===== src/rtl/vga_rand_tiles.sv =====
`default_nettype none
`timescale 1ns/1ps
// ============================================================================
// Module      : vga_rand_tiles
// Description : Tiled random-colour generator; refills a per-row colour buffer
//               from an LFSR word during horizontal/vertical blanking.
// Revision    : 1.0 - initial release
// ============================================================================
module vga_rand_tiles #(
    parameter int TILE_W  = 40,
    parameter int TILE_H  = 40,
    parameter int TILES_X = 16
) (
    input  logic        i_clk,
    input  logic        i_nreset,
    input  logic [11:0] i_rand,
    input  logic        i_de,
    input  logic        i_vblank,
    input  logic        i_freeze,
    output logic [3:0]  o_r,
    output logic [3:0]  o_g,
    output logic [3:0]  o_b,
    output logic        o_de,
    output logic        o_busy,
    output logic        o_underrun
);

    localparam int PX_W = (TILE_W  > 1) ? $clog2(TILE_W)  : 1;
    localparam int LY_W = (TILE_H  > 1) ? $clog2(TILE_H)  : 1;
    localparam int TX_W = (TILES_X > 1) ? $clog2(TILES_X) : 1;

    localparam logic [PX_W-1:0] PX_LAST = PX_W'(TILE_W - 1);
    localparam logic [LY_W-1:0] LY_LAST = LY_W'(TILE_H - 1);
    localparam logic [TX_W-1:0] TX_LAST = TX_W'(TILES_X - 1);

    localparam logic [0:0] S_IDLE = 1'b0;
    localparam logic [0:0] S_FILL = 1'b1;

    logic [11:0]     tiles [TILES_X];
    logic [11:0]     colour;
    logic [PX_W-1:0] px;
    logic [TX_W-1:0] tx;
    logic [LY_W-1:0] ly;
    logic [TX_W-1:0] fi;
    logic [0:0]      state;
    logic [0:0]      state_nxt;
    logic            de_q;
    logic            vblank_q;
    logic            armed;
    logic            underrun;

    logic de_fall;
    logic vb_rise;
    logic fill_req;
    logic start;
    logic wr_en;
    logic uf_set;

    assign de_fall = de_q & ~i_de;
    assign vb_rise = i_vblank & ~vblank_q;
    // armed masks the first edge after reset so a vblank already high is not seen as a rise
    assign fill_req = armed & ~i_freeze & (vb_rise | (de_fall && ly == LY_LAST));

    always_ff @(posedge i_clk or negedge i_nreset) begin
        if (!i_nreset) begin
            state <= S_IDLE;
        end else begin
            state <= state_nxt;
        end
    end

    always_comb begin
        state_nxt = state;
        case (state)
            S_IDLE:  if (fill_req) state_nxt = S_FILL;
            S_FILL:  if (i_de || fi == TX_LAST) state_nxt = S_IDLE;
            default: state_nxt = S_IDLE;
        endcase
    end

    always_comb begin
        start  = (state == S_IDLE) && fill_req;
        wr_en  = (state == S_FILL) && !i_de;
        uf_set = (state == S_FILL) && i_de;
    end

    always_ff @(posedge i_clk or negedge i_nreset) begin
        if (!i_nreset) begin
            for (int i = 0; i < TILES_X; i++) begin
                tiles[i] <= '0;
            end
            colour   <= '0;
            o_de     <= 1'b0;
            px       <= '0;
            tx       <= '0;
            ly       <= '0;
            fi       <= '0;
            de_q     <= 1'b0;
            vblank_q <= 1'b0;
            armed    <= 1'b0;
            underrun <= 1'b0;
        end else begin
            armed    <= 1'b1;
            de_q     <= i_de;
            vblank_q <= i_vblank;
            o_de     <= i_de;
            colour   <= i_de ? tiles[tx] : 12'h000;

            if (!i_de) begin
                px <= '0;
                tx <= '0;
            end else if (px == PX_LAST) begin
                px <= '0;
                if (tx != TX_LAST) tx <= tx + 1'b1;
            end else begin
                px <= px + 1'b1;
            end

            if (i_vblank) begin
                ly <= '0;
            end else if (de_fall) begin
                ly <= (ly == LY_LAST) ? '0 : ly + 1'b1;
            end

            if (start) begin
                fi <= '0;
            end else if (wr_en) begin
                fi <= fi + 1'b1;
            end

            if (wr_en) tiles[fi] <= i_rand;

            // set has priority over the vblank clear
            if (uf_set) begin
                underrun <= 1'b1;
            end else if (vb_rise) begin
                underrun <= 1'b0;
            end
        end
    end

    assign o_r        = colour[11:8];
    assign o_g        = colour[7:4];
    assign o_b        = colour[3:0];
    assign o_busy     = (state == S_FILL);
    assign o_underrun = underrun;

endmodule
`default_nettype wire


===== config.mk =====
export PLATFORM = sky130hd
export DESIGN_NAME = vga_rand_tiles
export DESIGN_NICKNAME = d
export VERILOG_FILES = /design/src/rtl/vga_rand_tiles.sv
export SDC_FILE = /design/constraint.sdc
export NUM_CORES = 1
export LEC_CHECK = 0
export ABC_AREA = 1
export ABC_CLOCK_PERIOD_IN_PS = 1500
export CORE_UTILIZATION = 45
export CTS_BUF_LIST = sky130_fd_sc_hd__clkbuf_4 sky130_fd_sc_hd__clkbuf_8 sky130_fd_sc_hd__clkbuf_16
export CTS_CLUSTER_DIAMETER = 150
export CTS_CLUSTER_SIZE = 12
export DETAILED_ROUTE_END_ITERATION = 10
export SLEW_MARGIN = 15
export SYNTH_ARGS = -nofsm -noshare
export SYNTH_HDL_FRONTEND = slang
export SYNTH_SLANG_ARGS = --single-unit

===== constraint.sdc =====
create_clock -name i_clk -period 1.5 [get_ports i_clk]
set_input_delay 0.225 -clock i_clk [delete_from_list [all_inputs] [get_ports i_clk]]
set_output_delay 0.225 -clock i_clk [all_outputs]
set_load 0.02 [all_outputs]

==> metrics.cfg, run 1 <==
[floorplan]
die_width_um=157.5
pin_count=32
start_util_pct=46.09
die_h_um=157.5
die_area_mm2=0.02481
core-area_mm2=0.02361
core.rowCount=56

[routing]
drt_wl_total_um=30010
dr.pass1.iters=5
avgViaCountPerCell=5.097
dr.first_iter.drc_count=793
via_count=9109
final_antenna_net_count=0
drc=0
routedWlPerCell_um=16.79

[clocking]
cts_root_buffer=clkbuf_16
htree_levels=1
cts_buffer_depth=3
path_clk_slew_ns=0.06
cts_tree=yes
worstSkewPairLatency_ns=0.52
numCtsBuffers=23
cts_sinks=229

[synthesis]
seq_area_frac_synth_pct=52.66
ys.flop_type=dfrtp_1
synth_area_per_cell_um2=7.818
synth.mux.area_fraction_pct=0
synth-xor-area-share_pct=0.4024
ys_ff_latch=229
synth-simple-area-share_pct=25.39
synth_nets=1416
netlist_area_mm2=0.01088
synth_compound_area_share_pct=10.38
syn_inst=1392
yosys.area_share.adder_pct=0.8048
synth_top_family_by_area=simple AND/OR/NAND/NOR gates
synth_edf_count=0
ys_async_sr_fraction_pct=100.0
synthDistinctLibCells=29
yosysWarnings=0

[setup_path]
r2r_slack_ns=-0.07
cp.required_ns=1.93
critical_path.slowest_cell=dfrtp_4
cp_cell_sequence=clkinv_8 -> buf_12 -> buf_6 -> nand2_2 -> nand3_1 -> nand3_1 -> nand3_2 -> a21oi_4
r2r_cells=8
end_kind=register
r2r-end=colour[1]
slowest_delay_ns=0.52
crit_arrival_ns=2.00
path_class=register to register
r2r-start=tx[0]
path_common_cell=nand3_1
startpoint_type=register
crit_fanout=8

[sta]
hold_violations=0
period_share_pct=104.7
timing.hold.ws_ns=0.1615
fin_worst_skew_ns=0.01524
finalMaxSlewViolations=0
period_minus_slack_ns=1.571
rsz0062_at_grt=yes
fmax_mhz=636.7
final.setup.tns_ns=-0.4358
setup-violations-final=16
setup_ws_ns=-0.07056

[final_layout]
final_nets=1490
final_area_mm2=0.01355
area.growth.synth_to_final_pct=24.55
final_cell_mix=423 x nand2_1, 224 x dfrtp_1, 183 x inv_1, 137 x nand3_1, 134 x o21ai_0
final_layout_size_suffix_gt1_share_pct=16.35
final_common_cell=nand2_1
num_antenna_cells=0

[global_route]
grt_max_degree=62
overflow=0
grt_util_met2_pct=36.64
grt_use_met1_pct=36.13
grt_pass1_wl_um=46420
grt_pass1_vias=8669
grt_use_met3_pct=3.910
grt_usage_pct=24.15
antenna_found_initial=0
busiest_layer=met2

[pwr]
switching_share_pct=31.06
p_int_w=0.01155
pwr-share-comb_pct=23.9
p_total_w=0.01675
peakVddDrop_uv=765.8
leakage_nw=6.459
clock_power_share_pct=30.5
pwr_density_cell_mw_per_mm2=1235
p_sw_w=0.005201
seqPwrFrac_pct=45.6

[placement]
place_ws_ns=-0.2258
place_area_mm2=0.01220
place_congestion=0.8270
hpwl_um=18590
io_buffers=31

[run_status]
status=complete, but fails checks
violations=setup timing

[run]
maxCapViolations=0

[worst_hold_path]
min_path_type=input port to async pin

## area by class of cell
class	count	area (um^2)
sequential	229	5739
clock buffer	25	590.6
fill	2120	10060
multi-input combinational	886	4388
tap	319	399.1
timing repair buffer	136	1692
clock inverter	2	20.02
inverter	190	725.7
## state kept, by name (all words and copies together), names as in the netlist, 4 cells and up
| name | cells |
|---|---|
| colour | 12 |
| fi | 4 |
| ly | 6 |
| px | 6 |
| tiles | 192 |
| tx | 4 |
## stage by stage
stage	util [%]	instances
finish	57.40	1787
global route	57.40	1787
CTS	54.49	1768
detailed placement	51.67	1738
global placement	51.67	1738
floorplan	-	1392
## power by group through the flow
stage          combinational, W  clock, W  sequential, W
6_report                0.00400   0.00510        0.00764
5_1_grt                 0.00449   0.00541        0.00775
3_3_place_gp            0.00348         0        0.00770
3_5_place_dp            0.00354         0        0.00771
4_1_cts                 0.00354   0.00522        0.00762
2_1_floorplan           0.00211         0        0.00772
## Yosys cell counts, types with 6 or more instances
| cell | count | area [um^2] |
|---|---|---|
| a21oi_1 | 15 | 75.07 |
| nand2_1 | 445 | 1670 |
| o21ai_1 | 41 | 205.2 |
| nand3_1 | 160 | 800.8 |
| clkbuf_1 | 32 | 120.1 |
| nor2_4 | 7 | 78.83 |
| o21ai_0 | 167 | 835.8 |
| nor2_1 | 14 | 52.55 |
| dfrtp_1 | 229 | 5731 |
| buf_2 | 41 | 205.2 |
| ha_1 | 7 | 87.58 |
| inv_1 | 187 | 701.9 |
| buf_4 | 7 | 52.55 |
| buf_1 | 6 | 22.52 |
## critical path: cells and delay by family, from the launching register on
kind	cells	cell delay [ns]
simple gates	4	0.31
compound gates	1	0.20
buf+inv	3	0.44
flops	1	0.52
## what timing repair did
action / CTS / global route
hold endpoints to repair: 229 / 0
hold buffers: 1 / 0
setup buffers: 1 / 9
gates resized for setup: 22 / 132
setup endpoints to repair: 30 / 134
pin swaps: 2 / 20
cloned: 1 / 10
## kinds of logic (layout without fill, tap and decap cells)
logic type      after synthesis  after routing
compound gates              225            225
fa+ha+maj                     7              7
buf+inv                     277            353
simple gates                648            648
other cells                   1              1
flops                       229            229
xor+xnor                      5              5
## per-layer routing
layer	vias up	part of all wire, %
li1	4483	-
met1	4407	49
met2	193	45
met3	26	5.1
met4	0	1.5
met5	-	0
## how the worst max path moves through the flow
| stage | start | to | cells after the start |
|---|---|---|---|
| after floorplan | o_busy | tiles[129] | 7 |
| after global placement | i_de | ly[5] | 9 |
| after detailed placement | i_de | ly[5] | 9 |
| after CTS | tx[0] | colour[2] | 7 |
| after global routing | tx[0] | colour[1] | 7 |
| final | tx[0] | colour[1] | 8 |
(Power assumes the default switching activity.)
==> inputs of run 2 (changes only) <==
--- a/config.mk
+++ b/config.mk
@@ -12,7 +12,6 @@
 export CTS_CLUSTER_DIAMETER = 150
 export CTS_CLUSTER_SIZE = 12
 export DETAILED_ROUTE_END_ITERATION = 10
-export SLEW_MARGIN = 15
 export SYNTH_ARGS = -nofsm -noshare
 export SYNTH_HDL_FRONTEND = slang
 export SYNTH_SLANG_ARGS = --single-unit
==> results of run 2 <==
No change in the layout: final DEF, timing and power equal those of run 1.
